### src/rtl/spi_tx_fifo.sv
// Transmit sample FIFO between the sample source and the SPI shifter.
// Circular buffer of 2^ADDR_W 16-bit words with a registered, one-cycle-latency pop port.
module spi_tx_fifo #(
  parameter int ADDR_W = 4
) (
  input  logic              sys_clk,
  input  logic              sys_rst,
  input  logic [15:0]       data_in,
  input  logic              flag_data_in,
  input  logic              flag_rd_fifo,
  output logic [15:0]       fifo_data,
  output logic              flag_fifo_data,
  output logic [ADDR_W:0]   fifo_count,
  output logic              fifo_empty,
  output logic              fifo_full,
  output logic              overflow,
  output logic              underflow
);

  localparam int DEPTH = 1 << ADDR_W;
  localparam logic [ADDR_W:0] FULL_COUNT = (ADDR_W+1)'(DEPTH);

  logic [15:0]       mem [DEPTH];
  logic [ADDR_W-1:0] wrPtr_q, wrPtr_d;
  logic [ADDR_W-1:0] rdPtr_q, rdPtr_d;
  logic [ADDR_W:0]   count_q, count_d;
  logic [15:0]       data_q, data_d;
  logic              flag_q, flag_d;
  logic              ovf_q, ovf_d;
  logic              unf_q, unf_d;
  logic              wrEn, rdEn;
  logic              isEmpty, isFull;

  assign isEmpty = (count_q == '0);
  assign isFull  = (count_q == FULL_COUNT);

  // A write into a full buffer still lands when a pop frees the slot on the same edge.
  assign wrEn = flag_data_in && (!isFull || flag_rd_fifo);
  assign rdEn = flag_rd_fifo && !isEmpty;

  always_comb begin
    wrPtr_d = wrPtr_q;
    rdPtr_d = rdPtr_q;
    count_d = count_q;
    data_d  = data_q;
    flag_d  = rdEn;
    ovf_d   = ovf_q | (flag_data_in & isFull & ~flag_rd_fifo);
    unf_d   = unf_q | (flag_rd_fifo & isEmpty);

    if (wrEn) wrPtr_d = wrPtr_q + ADDR_W'(1);

    // An empty read is not a fall-through: it returns zero even if a write coincides.
    if (rdEn) begin
      rdPtr_d = rdPtr_q + ADDR_W'(1);
      data_d  = mem[rdPtr_q];
    end else if (flag_rd_fifo) begin
      data_d = '0;
    end

    case ({wrEn, rdEn})
      2'b10:   count_d = count_q + (ADDR_W+1)'(1);
      2'b01:   count_d = count_q - (ADDR_W+1)'(1);
      default: count_d = count_q;
    endcase
  end

  always_ff @(posedge sys_clk) begin
    if (sys_rst) begin
      wrPtr_q <= '0;
      rdPtr_q <= '0;
      count_q <= '0;
      data_q  <= '0;
      flag_q  <= 1'b0;
      ovf_q   <= 1'b0;
      unf_q   <= 1'b0;
    end else begin
      wrPtr_q <= wrPtr_d;
      rdPtr_q <= rdPtr_d;
      count_q <= count_d;
      data_q  <= data_d;
      flag_q  <= flag_d;
      ovf_q   <= ovf_d;
      unf_q   <= unf_d;
    end
  end

  // Storage is left uninitialised by reset; only the write itself is blocked.
  always_ff @(posedge sys_clk) begin
    if (!sys_rst && wrEn) mem[wrPtr_q] <= data_in;
  end

  assign fifo_data      = data_q;
  assign flag_fifo_data = flag_q;
  assign fifo_count     = count_q;
  assign fifo_empty     = isEmpty;
  assign fifo_full      = isFull;
  assign overflow       = ovf_q;
  assign underflow      = unf_q;

endmodule

### config.mk
export PLATFORM = sky130hd
export DESIGN_NAME = spi_tx_fifo
export DESIGN_NICKNAME = d
export VERILOG_FILES = /design/src/rtl/spi_tx_fifo.sv
export SDC_FILE = /design/constraint.sdc
export NUM_CORES = 1
export LEC_CHECK = 0
export BUFFER_PORTS_ARGS = -buffer_cell sky130_fd_sc_hd__clkbuf_2
export CORE_MARGIN = 3
export CORE_UTILIZATION = 66
export DETAILED_ROUTE_END_ITERATION = 7
export GPL_TIMING_DRIVEN = 0
export HOLD_SLACK_MARGIN = 0.1
export PLACE_DENSITY = 0.86
export SLEW_MARGIN = 20
export SYNTH_ARGS = -nofsm -noshare
export SYNTH_HDL_FRONTEND = slang
export SYNTH_SLANG_ARGS = --single-unit
### constraint.sdc
create_clock -name sys_clk -period 7.2 [get_ports sys_clk]
set_clock_uncertainty 0.05 [all_clocks]
set_input_delay 1.44 -clock sys_clk [delete_from_list [all_inputs] [get_ports sys_clk]]
set_output_delay 1.44 -clock sys_clk [all_outputs]
set_load 0.05 [all_outputs]
==> results.md <==
- Status: finished clean
- DR WL/cell: 29.2 µm
- Cts bufs inserted: 28
- Core area: 16,600 µm²
- Drt pass-1 iters: 5
- Max Slew Vio Count: 0
- Global route overflow: 0
- Clock slew at reported path FFs: 0.07 ns
- Ports: 46
- TNS Setup: 0 ns
- Sequential share of power: 46.4%
- Sw Ratio: 26.5%
- Netlist cell types: 39
- Seq/Total Area, Yosys: 74.7%
- Yosys warns: 0
- Antenna viol nets, final: 0
- Period utilization: 51.4%
- Max_slew headroom: 31.1%
- Antenna violations before repair: 0
- CTS Root Buffer Type: clkbuf_16
- # nets final: 683
- Post-synthesis async set-or-reset flop share: 0%
- Mean Syn Cell Area: 19.9 µm²
- Worst slew pin tran: 1.03 ns
- # port buffers: 44
- Cell taking the most area after synthesis: edfxtp_1
- Vias in the first global route: 6,478
- Die area: 18,700 µm²
- Peak VDD IR: 0.324 mV
- Setup-failing EPs final: 0
- Worst setup path startpoint: fifo_count[2]$_SDFFE_PP0P_
- Ratio of cells with drive above 1 in the final layout: 30.1%
- Leakage: 0.00436 µW
- FF-to-FF setup slack: 3.87 ns
- Capture point of the worst reg-to-reg path: fifo_count[2]$_SDFFE_PP0P_
- Design Area, Final: 13,000 µm²
- Crit path kind: reg2out
- TritonCTS Sinks: 292
- Post-Syn Nets: 594
- Mapped Cells: 565
- Worst R2R Start: fifo_count[2]$_SDFFE_PP0P_
- Worst-path maximum fanout: 10
- Critical Path Sink Type: primary output
- Starting density of the core: 67.7%
- Top cells by area, synth: edfxtp_1 68%, mux4_2 13%, dfxtp_1 6.4%
- Total Wirelength: 26.1 mm
- Unrepaired setup endpoints after global routing: no
- GRT Util Overall: 29.4%
- Post-CTS Setup Bufs: 0
- Count of final hold-check violations: 0
- Routability cong.: 0.891
- Die width: 137 µm
- Number of synthesized flops with an enable pin: 256
- Final core occ: 78.3%
- # rows: 47
- H-Tree Depth: 1
- DR vias: 6,011
- Post-DP Area: 12,000 µm²
- Ys flop type: edfxtp_1
- Maximum clock path buffer count: 3
- Pwr per Cell Area: 322 nW/µm²
- Mapped cell area: 11,300 µm²
- DR iter-0 viols: 816
- MaxCap Viol Count: 0
- DP HPWL: 15.8 mm
- Clk network pwr share: 38.1%
- Filler Cell Count: 808
- #FFs+latches synth: 292
- Pin count of the biggest net entering global routing: 17
- Max Freq: 270 MHz
- Yosys top cell area share: 68.3%
- Cts hold-fix bufs: 0
- Post_cts resized: 0
- Synth-to-Final Area Change: 15.8%
- CP arrival: 2.21 ns
- Die Span Y: 137 µm
- N_diodes: 0
- Crit path launch type: flip-flop
- Worst-Skew Late Latency: 0.55 ns
- Pint: 3080 µW
- CP endpoint: fifo_empty
- Critical Path RT: 5.71 ns
- Vias per Instance: 6.72
- Post-route DRC violation count: 0
- Min Tclk post-route: 3.70 ns
- Net Switching: 1110 µW
- Overall power: 4190 µW
- R2r worst-path depth: 13
- First-pass GRT wire length: 39.3 mm
- Logic pwr share: 15.4%
- HP Class: reg2reg
- TritonCTS clock tree: built
==> registers in the layout, summed over array words and instances (netlist names), named ones only <==
register and cells:
underflow 1, wrPtr_q 4, flag_fifo_data 1, fifo_data 16, mem 256, rdPtr_q 4
fifo_count 5, overflow 1
==> metal layers <==
metal	part of all wire, %	GRT usage (%)	up-vias
li1	-	-	2465
met1	35	38.0	3052
met2	52	50.4	413
met3	9.5	4.56	81
met4	3.4	12.3	0
met5	0	0	-
==> Yosys cell counts, types with 3 or more instances <==
master / count
edfxtp_1: 256
mux4_2: 64
dfxtp_1: 36
nor2_1: 35
mux2i_1: 34
a21o_1: 17
o22ai_1: 17
clkbuf_1: 16
nand2_1: 10
buf_2: 9
ha_1: 9
inv_1: 8
a21oi_1: 7
xor2_1: 7
or3_1: 4
a211o_1: 3
buf_6: 3
nand2b_1: 3
o211ai_1: 3
==> worst min-delay path by stage <==
stage | depth (start not counted) | end | slack (ns) | startpoint
floorplan | 2 | wrPtr_q[1]$_SDFFE_PP0P_ | 0.43 | wrPtr_q[1]$_SDFFE_PP0P_
global placement | 1 | fifo_data[1]$_SDFFE_PP0P_ | 0.38 | fifo_data[1]$_SDFFE_PP0P_
detailed placement | 1 | fifo_data[15]$_SDFFE_PP0P_ | 0.39 | fifo_data[15]$_SDFFE_PP0P_
CTS | 1 | fifo_data[11]$_SDFFE_PP0P_ | 0.41 | fifo_data[11]$_SDFFE_PP0P_
global route | 1 | fifo_data[11]$_SDFFE_PP0P_ | 0.42 | fifo_data[11]$_SDFFE_PP0P_
finish | 1 | fifo_data[11]$_SDFFE_PP0P_ | 0.41 | fifo_data[11]$_SDFFE_PP0P_
==> cell usage in the layout, fill, tap and decap left out, types with 2 or more instances in the layout <==
master / netlist / layout
edfxtp_1: 256 / 256
mux4_2: 64 / 64
clkbuf_2: 0 / 44
dfxtp_1: 36 / 36
mux2i_1: 34 / 34
clkbuf_16: 0 / 29
clkbuf_1: 16 / 20
nor2_1: 35 / 19
o22ai_1: 17 / 17
a21o_1: 17 / 17
nor2_2: 0 / 15
buf_8: 0 / 12
nand2_1: 10 / 10
buf_2: 9 / 9
ha_1: 9 / 9
inv_1: 8 / 8
xor2_1: 7 / 7
a21oi_1: 7 / 7
buf_6: 3 / 6
bufinv_16: 0 / 6
clkinv_2: 0 / 5
or3_1: 4 / 4
nand2b_1: 3 / 3
o211ai_1: 3 / 3
a211o_1: 3 / 3
clkbuf_8: 0 / 3
o211ai_2: 2 / 2
buf_1: 2 / 2
xnor2_1: 2 / 2
and3_1: 2 / 2
clkinv_1: 0 / 2
==> power groups by stage <==
stage          sequential [µW]  combinational [µW]  clock, µW
6_report                  1950                 647       1600
5_1_grt                   1950                 682       1670
4_1_cts                   1950                 640       1610
3_5_place_dp              1980                 624          0
3_3_place_gp              1970                 586          0
2_1_floorplan             2110                 321          0
==> final cells by class <==
| class | count | area [µm²] | share of cell area (%) |
|---|---|---|---|
| multi-input cells | 235 | 2720 | 20.9 |
| repair buffers | 59 | 434 | 3.33 |
| clock buffers | 36 | 782 | 6.00 |
| inverters | 8 | 30.0 | 0.230 |
| well taps | 220 | 275 | 2.11 |
| plain buffers | 30 | 146 | 1.12 |
| clock inverters | 15 | 238 | 1.82 |
| flip-flops and latches | 292 | 8410 | 64.5 |
==> critical path, cell delays in order, from the launching register on <==
cell      delay [ns]
dfxtp_1         0.31
buf_2           0.17
or4_4           0.52
buf_6           0.17
nor2_1          0.17
clkbuf_2        0.32
==> stage by stage <==
stage	hold slack (ns)	cells	setup WS [ns]
2_1_floorplan	0.427	565	3.68
3_3_place_gp	0.383	829	3.08
3_5_place_dp	0.390	844	3.26
4_1_cts	0.412	895	3.51
5_1_grt	0.424	895	3.44
6_report	0.411	895	3.50
==> cell families after synthesis <==
family	count (synthesis)	share of synthesized area (%)
buffers and inverters	38	1.57
DFF	292	74.7
xor gates and xnor gates	9	0.700
and+or+nand+nor	61	2.48
muxes	98	15.8
AOI/OAI and AO/OA	58	3.79
adders and majority gates	9	1.00
(Power assumes the default switching activity.)
